File: config.mk
export PLATFORM = sky130hd
export DESIGN_NAME = burst_serializer
export DESIGN_NICKNAME = d
export VERILOG_FILES = /design/src/rtl/burst_pkg.sv /design/src/rtl/burst_hold_stage.sv /design/src/rtl/burst_serializer.sv
export SDC_FILE = /design/constraint.sdc
export NUM_CORES = 1
export LEC_CHECK = 0
export BUFFER_PORTS_ARGS = -buffer_cell sky130_fd_sc_hd__buf_2
export CAP_MARGIN = 20
export CORE_MARGIN = 4
export CORE_UTILIZATION = 55
export CTS_CLUSTER_DIAMETER = 150
export DETAILED_ROUTE_END_ITERATION = 8
export PLACE_DENSITY = 0.76
export SKIP_LAST_GASP = 1
export SYNTH_ARGS = -nofsm -noshare
export SYNTH_HDL_FRONTEND = slang
export SYNTH_SLANG_ARGS = --single-unit
File: constraint.sdc
create_clock -name clk -period 2.46 [get_ports clk]
set_input_delay 0.123 -clock clk [delete_from_list [all_inputs] [get_ports clk]]
set_output_delay 0.123 -clock clk [all_outputs]
set_load 0.1 [all_outputs]
File: src/rtl/burst_pkg.sv
// Shared definitions for the burst_buffer / burst_serializer pair:
// the two-state sequencer encoding and the word-index counter width.
package burst_pkg;

    typedef enum logic {
        IDLE  = 1'b0,
        SHIFT = 1'b1
    } burst_state_e;

    // Width of a counter indexing n words; never narrower than one bit.
    function automatic int cnt_width(input int n);
        return (n > 1) ? $clog2(n) : 1;
    endfunction

endpackage

File: src/rtl/burst_hold_stage.sv
// One-burst holding register with a valid flag. The owner raises load to
// capture a burst (only while empty) and take to release it (only while full).
module burst_hold_stage #(
    parameter int M         = 5,
    parameter int PRECISION = 5
) (
    input  logic                          clk,
    input  logic                          clr,
    input  logic                          load,
    input  logic [M-1:0][PRECISION-1:0]   load_data,
    input  logic                          take,
    output logic                          hold_valid,
    output logic [M-1:0][PRECISION-1:0]   hold_data
);

    // Capture on load, empty on take; load wins if both are ever seen.
    always_ff @(posedge clk or posedge clr) begin
        if (clr) begin
            hold_valid <= 1'b0;
            hold_data  <= '0;
        end else if (load) begin
            hold_valid <= 1'b1;
            hold_data  <= load_data;
        end else if (take) begin
            hold_valid <= 1'b0;
        end
    end

endmodule

File: src/rtl/burst_serializer.sv
// Parallel-to-serial burst converter: emits M words per accepted burst,
// index 0 first, with a one-burst hold stage so bursts stream back to back.
// Optional macro BURST_SERIALIZER_LAST_EN adds the registered out_last flag.
module burst_serializer
    import burst_pkg::*;
#(
    parameter int M         = 5,
    parameter int PRECISION = 5
) (
    input  logic                          clk,
    input  logic                          clr,
    input  logic                          ce,
    input  logic [M-1:0][PRECISION-1:0]   data_in,
    input  logic                          in_valid,
    output logic                          in_ready,
    output logic [PRECISION-1:0]          data_out,
`ifdef BURST_SERIALIZER_LAST_EN
    output logic                          out_last,
`endif
    output logic                          out_valid
);

    localparam int            CW   = cnt_width(M);
    localparam logic [CW-1:0] LAST = CW'(M - 1);

    burst_state_e                 state, state_n;
    logic [CW-1:0]                cnt, cnt_n, cnt_inc;
    logic [M-1:0][PRECISION-1:0]  sh, sh_n;
    logic [PRECISION-1:0]         dout_n;
    logic                         ov_n;
    logic                         accept;
    logic                         hold_load, hold_take, hold_valid;
    logic [M-1:0][PRECISION-1:0]  hold_data;

    assign in_ready = ~hold_valid;
    assign accept   = in_valid & in_ready & ce;
    assign cnt_inc  = cnt + CW'(1);

    burst_hold_stage #(.M(M), .PRECISION(PRECISION)) u_hold (
        .clk        (clk),
        .clr        (clr),
        .load       (hold_load),
        .load_data  (data_in),
        .take       (hold_take),
        .hold_valid (hold_valid),
        .hold_data  (hold_data)
    );

    // Next-state and output selection; everything holds when ce is low.
    always_comb begin
        state_n   = state;
        cnt_n     = cnt;
        sh_n      = sh;
        dout_n    = data_out;
        ov_n      = out_valid;
        hold_load = 1'b0;
        hold_take = 1'b0;
        if (ce) begin
            case (state)
                IDLE: begin
                    if (accept) begin
                        state_n = SHIFT;
                        cnt_n   = '0;
                        sh_n    = data_in;
                        dout_n  = data_in[0];
                        ov_n    = 1'b1;
                    end
                end
                SHIFT: begin
                    if (cnt != LAST) begin
                        cnt_n     = cnt_inc;
                        dout_n    = sh[cnt_inc];
                        ov_n      = 1'b1;
                        hold_load = accept;
                    end else if (hold_valid) begin
                        // Held burst takes priority; in_ready is low so no accept races it.
                        sh_n      = hold_data;
                        cnt_n     = '0;
                        dout_n    = hold_data[0];
                        ov_n      = 1'b1;
                        hold_take = 1'b1;
                    end else if (accept) begin
                        // Hold empty at the last word: load straight through, no bubble.
                        sh_n   = data_in;
                        cnt_n  = '0;
                        dout_n = data_in[0];
                        ov_n   = 1'b1;
                    end else begin
                        state_n = IDLE;
                        ov_n    = 1'b0;
                    end
                end
                default: state_n = IDLE;
            endcase
        end
    end

    // State, counter, shift register and registered outputs.
    always_ff @(posedge clk or posedge clr) begin
        if (clr) begin
            state     <= IDLE;
            cnt       <= '0;
            sh        <= '0;
            data_out  <= '0;
            out_valid <= 1'b0;
        end else begin
            state     <= state_n;
            cnt       <= cnt_n;
            sh        <= sh_n;
            data_out  <= dout_n;
            out_valid <= ov_n;
        end
    end

`ifdef BURST_SERIALIZER_LAST_EN
    // Flag the word emitted at the final index of each burst.
    always_ff @(posedge clk or posedge clr) begin
        if (clr) begin
            out_last <= 1'b0;
        end else if (ce) begin
            out_last <= ov_n && (cnt_n == LAST);
        end
    end
`endif

endmodule

==> metrics <==
status=complete, no violations; Post-Synthesis Cells=249; met1 Use GR=30.4%; hold crit path type=primary input to flop; crit start category=flop; worst hold path startpoint=data_in[17]; TritonCTS clock tree=done; register area share after synthesis=51.3%; grt total ovfl=0; # fillers=409; antenna diode count=0; initial DRC count=213; critical path launch point=cnt[0]$_DFFE_PP0P_; Post-synth EDFFs=0; Syn. warnings=0; Synth Register Bits=61; die span in x=81.5 um; Setup WS pre-CTS=535 ps; crit-path max FO=8; WL per Instance=18.4 um; DRC violations left=0; Tcrit/Tclk final=78.9%; Net count, final=321; Setup crit end=data_out[3]$_DFFE_PP0P_; setup ws final=520 ps; vias per cell=6.19; Sequential Area=1530 um^2; worst slew pin tran=665 ps; RSZ-0062 raised after global routing=false; fin area=3440 um^2; Async S/R FF share, synth=100%; largest family of logic cells by synthesized area=compound AO/OA/AOI/OAI gates; Worst Path Buf+Inv=1; Placed Cells=348; Initial Util=57.5%; syn_area_per_cell=11.9 um^2; synth cell count leaders=dfrtp_1, mux2_2, o22ai_1; # port buffers=35; CP Class=flop to flop; Post-DRT Antenna Nets=0; H-tree depth=3; CP Depth=6; GRT Max-Usage Layer=met2; post-synth top area cell=dfrtp_1; Synth Area in Adders=0.841%; First-pass DRT Iterations=4; row count=26; DP Area=3250 um^2; Reg clk slew, reported paths=70 ps; Max-slew headroom=55.2%; Crit path max-delay family=compound AO/OA/AOI/OAI gates; XOR/XNOR Fraction of Synth Area=0%; total track usage=23.4%; area fraction of the dominant cell type after synthesis=51.3%; Fin Hold WS=32.2 ps; via count=2,252; R2R depth=6; Synth Flop Type=dfrtp_1; synth top area cells=dfrtp_1, mux2_2, a2bb2oi_1, o22ai_1, mux4_2; Top-Level Pins=36; Finish-stage setup viols=0; Lkg Pwr=1.54 nW; met3 Track Usage GR=5.70%; final worst path period need=1940 ps; max cap viols=0; syn nets=280; most frequent cell after synthesis=dfrtp_1; clk_lat worst skew=340 ps; CTS Root Cell=clkbuf_8; Die ar.=6650 um^2; Worst EP arrival=2210 ps; largest net degree at the start of global routing=62; placer congestion estimate=0.854; area grow syn2layout=15.7%; CP Capture Type=flop; Fin Setup TNS=0 ps; Worst Skew=10.1 ps; crit-path max cell delay=400 ps; total CTS buffers=9; Max IR drop VDD=0.731 mV; dpl hpwl=4.55 mm; initial antenna violation count=0; area occupied by multi-input gates=1320 um^2; Critical Path Slowest Stage Cell=or3b_4; Bufs on Longest Clock Path=2; Routed WL=6.69 mm; Worst EP required=2730 ps; cells along the critical path=buf_4, ha_1, or3b_4, a211oi_4, a21oi_1, a31oi_1; first-pass GRT wire length=11.5 mm; post-route insts no fill=364; pins over their slew limit=0; CORE AREA=5170 um^2; mux cell area share after synthesis=16.7%; Synth Area in Simple Gates=5.01%; Compound-Gate Fraction of Synth Area=22.0%; fin util=66.5%; Peak Freq=0.515 GHz; FF-to-FF Start=cnt[0]$_DFFE_PP0P_; Yosys cell types=33; Final Hold Viols=0; Netlist Area Pre-Place=2970 um^2; power density over the cells=1420 nW/um^2; Pwr Total=4.88 mW; R2R Setup Slk=520 ps; global routing usage on met2=36.6%; r2r endpoint=data_out[3]$_DFFE_PP0P_; vias in the first global route=2,332; share of layout cells above drive strength 1=35.7%; clk sink count=61; Die H=81.5 um
layout make-up:
type / instances / area share, %
Tap cell: 70 / 2.55
Sequential cell: 61 / 44.4
Timing Repair Buffer: 48 / 8.36
Clock buffer: 14 / 5.02
Multi-Input combinational cell: 160 / 38.5
Inverter: 10 / 1.09
Clock inverter: 1 / 0.145
registers in the layout (all words and copies together) (netlist names):
register and count:
cnt 3, data_out 5, out_valid 1, sh 25, state 1, u_hold.hold_data 25, u_hold.hold_valid 1
placed cells by master (no fill, tap or decap), types with 5 or more instances in the layout:
master / n
inv_1: 9
a2bb2oi_1: 20
mux4_2: 5
o22ai_1: 25
dfrtp_1: 61
clkbuf_8: 12
buf_4: 11
a21oi_1: 14
a22oi_1: 5
mux2_2: 34
nand2_1: 12
o21ai_0: 9
a31oi_1: 7
buf_2: 35
o2bb2ai_1: 6
logic make-up (layout without fill, tap and decap cells):
| family | Yosys count | in the layout |
|---|---|---|
| DFF | 61 | 61 |
| buffers and inverters | 28 | 73 |
| AOI/OAI and AO/OA | 93 | 93 |
| adders and majority gates | 2 | 2 |
| muxes | 39 | 39 |
| and+or+nand+nor | 26 | 26 |
power breakdown:
part | internal [mW] | switching [mW]
sequential | 1.46 | 0.344
clock | 0.442 | 0.363
combinational | 1.03 | 1.25
worst min path at each step:
stage | to | slack (ps) | cells past startpoint
after global routing | u_hold.hold_data[12]$_DFFE_PP0P_ | 20 | 2
after global placement | u_hold.hold_data[6]$_DFFE_PP0P_ | 210 | 3
after CTS | u_hold.hold_data[12]$_DFFE_PP0P_ | 20 | 2
after detailed placement | u_hold.hold_data[17]$_DFFE_PP0P_ | 210 | 3
after floorplan | u_hold.hold_data[15]$_DFFE_PP0P_ | 270 | 1
final | u_hold.hold_data[17]$_DFFE_PP0P_ | 30 | 2
per-layer routing:
| metal | wire length (um) | vias up |
|---|---|---|
| met5 | 0 | - |
| met4 | 184 | 0 |
| met3 | 400 | 16 |
| met2 | 3250 | 71 |
| met1 | 2860 | 1124 |
| li1 | - | 1041 |
timing repair:
item,4_1_cts,5_1_grt
setup endpoints to repair,0,0
resized for setup,0,0
hold endpoints to repair,61,0
hold buffers,1,0
setup buffers,0,0
No activity file was read; power rests on OpenSTA's default activity.
